--- src/rtl/reg_file_sb_if.sv ---
// Register-file bus: two read ports, one write port, one reservation port and
// the scoreboard status outputs.
interface reg_file_sb_if #(
    parameter int NUM_REGS   = 4,
    parameter int DATA_WIDTH = 36
);
    localparam int AW = $clog2(NUM_REGS);
    localparam int CW = $clog2(NUM_REGS + 1);

    logic [AW-1:0]         i_rs1;
    logic [AW-1:0]         i_rs2;
    logic [AW-1:0]         i_rd;
    logic [DATA_WIDTH-1:0] i_wdata;
    logic                  i_wen;
    logic                  i_rsv_en;
    logic [AW-1:0]         i_rsv_addr;
    logic [DATA_WIDTH-1:0] o_rs1_data;
    logic [DATA_WIDTH-1:0] o_rs2_data;
    logic                  o_rs1_ready;
    logic                  o_rs2_ready;
    logic                  o_rsv_ok;
    logic [CW-1:0]         o_busy_count;

    modport master (
        output i_rs1, i_rs2, i_rd, i_wdata, i_wen, i_rsv_en, i_rsv_addr,
        input  o_rs1_data, o_rs2_data, o_rs1_ready, o_rs2_ready, o_rsv_ok, o_busy_count
    );

    modport slave (
        input  i_rs1, i_rs2, i_rd, i_wdata, i_wen, i_rsv_en, i_rsv_addr,
        output o_rs1_data, o_rs2_data, o_rs1_ready, o_rs2_ready, o_rsv_ok, o_busy_count
    );
endinterface

--- src/rtl/reg_file_sb.sv ---
// Register file with a pending-bit scoreboard: two read ports, one write port
// that clears pending, and a reservation port that sets it.
module reg_file_sb #(
    parameter int NUM_REGS   = 4,
    parameter int DATA_WIDTH = 36,
    parameter int ZERO_REG   = 0,
    parameter int BYPASS     = 1
) (
    input logic          i_clk,
    input logic          i_rst,
    reg_file_sb_if.slave bus
);
    localparam int AW = $clog2(NUM_REGS);
    localparam int CW = $clog2(NUM_REGS + 1);

    logic [DATA_WIDTH-1:0] regs [NUM_REGS];
    logic [NUM_REGS-1:0]   pending;
    logic [NUM_REGS-1:0]   pending_next;
    logic [CW-1:0]         busy_count;
    logic [CW-1:0]         busy_next;
    logic                  wr_eff;
    logic                  rsv_ok;
    logic                  rsv_set;
    logic [AW-1:0]         rd_addr [2];
    logic [DATA_WIDTH-1:0] rd_data [2];
    logic                  rd_ready [2];

    function automatic logic in_range(input logic [AW-1:0] a);
        return 32'(a) < NUM_REGS;
    endfunction

    function automatic logic is_zero_reg(input logic [AW-1:0] a);
        return (ZERO_REG != 0) && (a == '0);
    endfunction

    // A reservation may take a pending register if this same edge's write retires it.
    always_comb begin
        wr_eff  = bus.i_wen && in_range(bus.i_rd) && !is_zero_reg(bus.i_rd);
        rsv_ok  = bus.i_rsv_en && in_range(bus.i_rsv_addr) &&
                  (!pending[bus.i_rsv_addr] ||
                   (bus.i_wen && (bus.i_rd == bus.i_rsv_addr)));
        rsv_set = rsv_ok && !is_zero_reg(bus.i_rsv_addr);
    end

    // Reservation is applied after the write so it wins on a same-register collision.
    always_comb begin
        pending_next = pending;
        if (wr_eff) begin
            pending_next[bus.i_rd] = 1'b0;
        end
        if (rsv_set) begin
            pending_next[bus.i_rsv_addr] = 1'b1;
        end
        busy_next = '0;
        for (int i = 0; i < NUM_REGS; i++) begin
            busy_next = busy_next + CW'(pending_next[i]);
        end
    end

    always_ff @(posedge i_clk or posedge i_rst) begin
        if (i_rst) begin
            for (int i = 0; i < NUM_REGS; i++) begin
                regs[i] <= '0;
            end
            pending    <= '0;
            busy_count <= '0;
        end else begin
            if (wr_eff) begin
                regs[bus.i_rd] <= bus.i_wdata;
            end
            pending    <= pending_next;
            busy_count <= busy_next;
        end
    end

    assign rd_addr[0] = bus.i_rs1;
    assign rd_addr[1] = bus.i_rs2;

    // Out-of-range addresses and a hardwired R0 read as zero and always ready.
    always_comb begin
        for (int p = 0; p < 2; p++) begin
            rd_data[p]  = '0;
            rd_ready[p] = 1'b1;
            if (in_range(rd_addr[p]) && !is_zero_reg(rd_addr[p])) begin
                if ((BYPASS != 0) && wr_eff && (bus.i_rd == rd_addr[p])) begin
                    rd_data[p]  = bus.i_wdata;
                    rd_ready[p] = 1'b1;
                end else begin
                    rd_data[p]  = regs[rd_addr[p]];
                    rd_ready[p] = !pending[rd_addr[p]];
                end
            end
        end
    end

    assign bus.o_rs1_data   = rd_data[0];
    assign bus.o_rs2_data   = rd_data[1];
    assign bus.o_rs1_ready  = rd_ready[0];
    assign bus.o_rs2_ready  = rd_ready[1];
    assign bus.o_rsv_ok     = rsv_ok;
    assign bus.o_busy_count = busy_count;
endmodule

--- src/flat_wrapper.sv ---
// flat-port wrapper written by rule: the top's interface ports become plain ports
module reg_file_sb_flat 
#(
    parameter int NUM_REGS   = 4,
    parameter int DATA_WIDTH = 36,
    parameter int ZERO_REG   = 0,
    parameter int BYPASS     = 1
)
  (i_clk, i_rst, bus_i_rs1, bus_i_rs2, bus_i_rd, bus_i_wdata, bus_i_wen, bus_i_rsv_en, bus_i_rsv_addr, bus_o_rs1_data, bus_o_rs2_data, bus_o_rs1_ready, bus_o_rs2_ready, bus_o_rsv_ok, bus_o_busy_count);
  reg_file_sb_if #(.NUM_REGS(NUM_REGS), .DATA_WIDTH(DATA_WIDTH)) bus_i ();
  input logic i_clk;
  input logic i_rst;
  input wire logic [$bits(bus_i.i_rs1)-1:0] bus_i_rs1;
  input wire logic [$bits(bus_i.i_rs2)-1:0] bus_i_rs2;
  input wire logic [$bits(bus_i.i_rd)-1:0] bus_i_rd;
  input wire logic [$bits(bus_i.i_wdata)-1:0] bus_i_wdata;
  input wire logic [$bits(bus_i.i_wen)-1:0] bus_i_wen;
  input wire logic [$bits(bus_i.i_rsv_en)-1:0] bus_i_rsv_en;
  input wire logic [$bits(bus_i.i_rsv_addr)-1:0] bus_i_rsv_addr;
  output wire logic [$bits(bus_i.o_rs1_data)-1:0] bus_o_rs1_data;
  output wire logic [$bits(bus_i.o_rs2_data)-1:0] bus_o_rs2_data;
  output wire logic [$bits(bus_i.o_rs1_ready)-1:0] bus_o_rs1_ready;
  output wire logic [$bits(bus_i.o_rs2_ready)-1:0] bus_o_rs2_ready;
  output wire logic [$bits(bus_i.o_rsv_ok)-1:0] bus_o_rsv_ok;
  output wire logic [$bits(bus_i.o_busy_count)-1:0] bus_o_busy_count;
  assign bus_i.i_rs1 = bus_i_rs1;
  assign bus_i.i_rs2 = bus_i_rs2;
  assign bus_i.i_rd = bus_i_rd;
  assign bus_i.i_wdata = bus_i_wdata;
  assign bus_i.i_wen = bus_i_wen;
  assign bus_i.i_rsv_en = bus_i_rsv_en;
  assign bus_i.i_rsv_addr = bus_i_rsv_addr;
  assign bus_o_rs1_data = bus_i.o_rs1_data;
  assign bus_o_rs2_data = bus_i.o_rs2_data;
  assign bus_o_rs1_ready = bus_i.o_rs1_ready;
  assign bus_o_rs2_ready = bus_i.o_rs2_ready;
  assign bus_o_rsv_ok = bus_i.o_rsv_ok;
  assign bus_o_busy_count = bus_i.o_busy_count;
  reg_file_sb #(.NUM_REGS(NUM_REGS), .DATA_WIDTH(DATA_WIDTH), .ZERO_REG(ZERO_REG), .BYPASS(BYPASS)) u_core (.i_clk(i_clk), .i_rst(i_rst), .bus(bus_i));
endmodule
--- config.mk ---
export PLATFORM = sky130hd
export DESIGN_NAME = reg_file_sb_flat
export DESIGN_NICKNAME = d
export VERILOG_FILES = /design/src/rtl/reg_file_sb_if.sv /design/src/rtl/reg_file_sb.sv /design/src/flat_wrapper.sv
export SDC_FILE = /design/constraint.sdc
export NUM_CORES = 1
export LEC_CHECK = 0
export CAP_MARGIN = 20
export CORE_ASPECT_RATIO = 1.5
export CORE_MARGIN = 1
export CORE_UTILIZATION = 51
export CTS_BUF_LIST = sky130_fd_sc_hd__clkbuf_2
export CTS_CLUSTER_DIAMETER = 150
export DETAILED_ROUTE_END_ITERATION = 7
export GPL_ROUTABILITY_DRIVEN = 0
export PLACE_DENSITY = 0.87
export SKIP_CTS_REPAIR_TIMING = 1
export SYNTH_ARGS = -nofsm -noshare
export SYNTH_HDL_FRONTEND = slang
export SYNTH_SLANG_ARGS = --single-unit
--- constraint.sdc ---
create_clock -name i_clk -period 4.47 [get_ports i_clk]
set_input_delay 0.6705 -clock i_clk [delete_from_list [all_inputs] [get_ports i_clk]]
set_output_delay 0.6705 -clock i_clk [all_outputs]
set_load 0.005 [all_outputs]
==> summary.txt <==
Final layout
  – Nets: 688
  – Commonest non-fill, non-tap cell in the layout: mux2_2
  – Commonest cells after routing, fill and taps aside: mux2_2, dfrtp_1, clkdlybuf4s50_1, mux4_2, mux2_4
  – Fraction of layout cells with a size suffix above 1: 0.522
  – Area growth, synth to finish: 19.0%
  – Utilization after layout: 0.628
  – Fillcell total: 1195

Timing
  – Final hold viol count: 0
  – F_max: 0.259 GHz
  – Setup violators final: 0
  – Max-slew violations: 0
  – Total negative slack: 0 ns
  – Relative slew slack: 0.346
  – Fin crit period: 3.87 ns
  – Final period util: 0.865
  – Clk_skew: 0.000306 ns
  – Slew @ Worst Pin: 0.979 ns
  – RSZ-0062 raised after global routing: no
  – Final WS setup: 0.605 ns
  – WHS: 0.475 ns

GRT
  – Global-route wire length before repair: 31800 µm
  – Largest net degree at the start of global routing: 69
  – Grt ovf: 0
  – Vias in the first global route: 5962
  – Global Route Usage Sum: 0.245
  – Antenna violations before repair: 1

Clock tree
  – CTS tree: built
  – CTS H-Tree Depth: 4
  – CTS Buffer Depth: 2
  – Clock sink total: 151
  – CTS Root Cell: clkbuf_2
  – Clock slew at reported path FFs: 0.23 ns
  – Number of CTS-inserted buffers: 17
  – Clk_lat worst skew: 0.70 ns

Die
  – Die height: 161 µm
  – Rows: 57
  – Die area: 0.0174 mm²
  – Die X: 108 µm
  – Core ar.: 0.0163 mm²
  – Io pins: 126
  – Initial core utilization: 0.528

Outcome
  – Status: complete, no violations

Power and ir drop
  – PD cells: 405 mW/mm²
  – Sequential Power Share: 0.438
  – Max VDD drop: 263 µV
  – Power Internal: 3.01 mW
  – P_sw: 1.14 mW
  – Clock Power Share: 0.226
  – Sw frac: 0.275
  – Leak: 4.17 nW
  – Comb power frac: 0.337

Logic synthesis
  – Synthesized area: 0.00862 mm²
  – Post-synthesis sequential area ratio: 0.438
  – Distinct cells, synth: 24
  – Syn_nets: 571
  – Mean Syn Cell Area: 16.6 µm²
  – Flops & latches, synth: 151
  – Post-Synthesis Cells: 520
  – Synth warnings: 0

Worst hold path
  – Hold/Removal Path Class: in2async

Drt
  – DRT Pass-1 Iters: 5
  – Via density: 6.10
  – DRT iter0 DRCs: 305
  – Remaining DRCs: 0
  – Final WL: 19800 µm
  – Via count: 5228
  – Routed WL per cell: 23.1 µm
  – Antenna Nets Post-Route: 0

Job
  – Maxcap violations: 0

Setup path
  – Arr. time, crit path: 3.19 ns
  – WP data required: 3.80 ns
  – Setup CP Type: in2out
  – CP startpoint kind: input pin
  – Setup crit end kind: output port
  – Worst-path fanout max: 37

Placed design
  – Port buffer count: 125
  – Hpwl dp: 12600 µm
  – Post-Place Setup Slack: 0.594 ns
-- layer usage --
| layer | global-route usage | routed length (µm) | part of all wire | vias up |
|---|---|---|---|---|
| met5 | 0 | 0 | 0 | - |
| met4 | 0.0996 | 377 | 0.019 | 0 |
| met3 | 0.0400 | 746 | 0.038 | 32 |
| met2 | 0.448 | 11300 | 0.57 | 151 |
| met1 | 0.280 | 7410 | 0.37 | 2788 |
| li1 | - | - | - | 2257 |
-- cell usage after synthesis, drive strengths merged --
cell / n / area [µm²]
inv: 4 / 15.0
nand3: 5 / 55.1
or3b: 1 / 8.76
a31oi: 3 / 18.8
nand3b: 3 / 22.5
buf: 40 / 320
mux4: 75 / 1690
o31ai: 1 / 7.51
nand2: 6 / 22.5
dfrtp: 151 / 3780
xnor2: 6 / 67.6
nor3b: 1 / 7.51
a21boi: 1 / 7.51
fa: 1 / 20.0
ha: 2 / 25.0
mux2: 217 / 2540
o21ai: 3 / 15.0
-- power by group through the flow --
stage | registers, mW | clock network (mW) | logic [mW]
final | 1.82 | 0.937 | 1.40
after global routing | 1.85 | 1.01 | 1.49
after floorplan | 1.78 | 0 | 0.855
after CTS | 1.82 | 0.961 | 1.42
after global placement | 1.80 | 0 | 1.37
after detailed placement | 1.84 | 0 | 1.41
-- metrics by stage --
step                area (µm²)  power [mW]  cells
floorplan                 8620        2.63    520
global placement          9940        3.16    824
detailed placement        9940        3.25    824
CTS                      10300        4.19    856
global route             10300        4.35    857
finish                   10300        4.15    857
-- final cells by class --
| class | count | area, µm² | share of cell area |
|---|---|---|---|
| antenna | 1 | 2.50 | 0.000244 |
| clock buffer | 18 | 90.1 | 0.00878 |
| clock inverter | 14 | 223 | 0.0217 |
| inverter | 4 | 18.8 | 0.00183 |
| multi-input combinational | 325 | 4510 | 0.440 |
| sequential | 151 | 3780 | 0.368 |
| tap | 206 | 258 | 0.0251 |
| timing repair buffer | 138 | 1380 | 0.134 |
-- cell families (layout without fill, tap and decap cells) --
family / count (synthesis) / in the layout / synth area share
XOR/XNOR: 6 / 6 / 0.00784
multiplexers: 292 / 292 / 0.490
AO/OA/AOI/OAI: 8 / 8 / 0.00566
other: 0 / 1 / 0
adder cells (fa/ha/maj): 3 / 3 / 0.00523
flip-flops: 151 / 151 / 0.438
buffers and inverters: 44 / 174 / 0.0389
AND/OR/NAND/NOR: 16 / 16 / 0.0135
-- state kept, by name (all words and copies together), names as in the netlist --
| signal | cells |
|---|---|
| u_core.regs | 144 |
| u_core.pending | 4 |
| u_core.bus.o_busy_count | 3 |
-- worst max-delay path, stage by stage --
cell and delay, ns:
clkdlybuf4s50_1 0.57, xnor2_1 0.32, nand3_4 0.60, mux2_1 0.57, clkdlybuf4s50_1 0.45
-- path summary, 6_finish.rpt --
kind,start,end,slack [ns],cells after the start
max reg2reg,u_core.pending[1],u_core.bus.o_busy_count[1],2.43,6
min in group i_clk,u_core.regs[77],u_core.regs[77],0.55,1
max,bus_i_rd[1],bus_o_rs2_data[8],0.60,5
min,i_rst,u_core.bus.o_busy_count[1],0.48,2
min reg2reg,u_core.regs[77],u_core.regs[77],0.55,1
max in group asynchronous,i_rst,u_core.regs[133],2.91,3
Power figures use the tool's default switching activity.
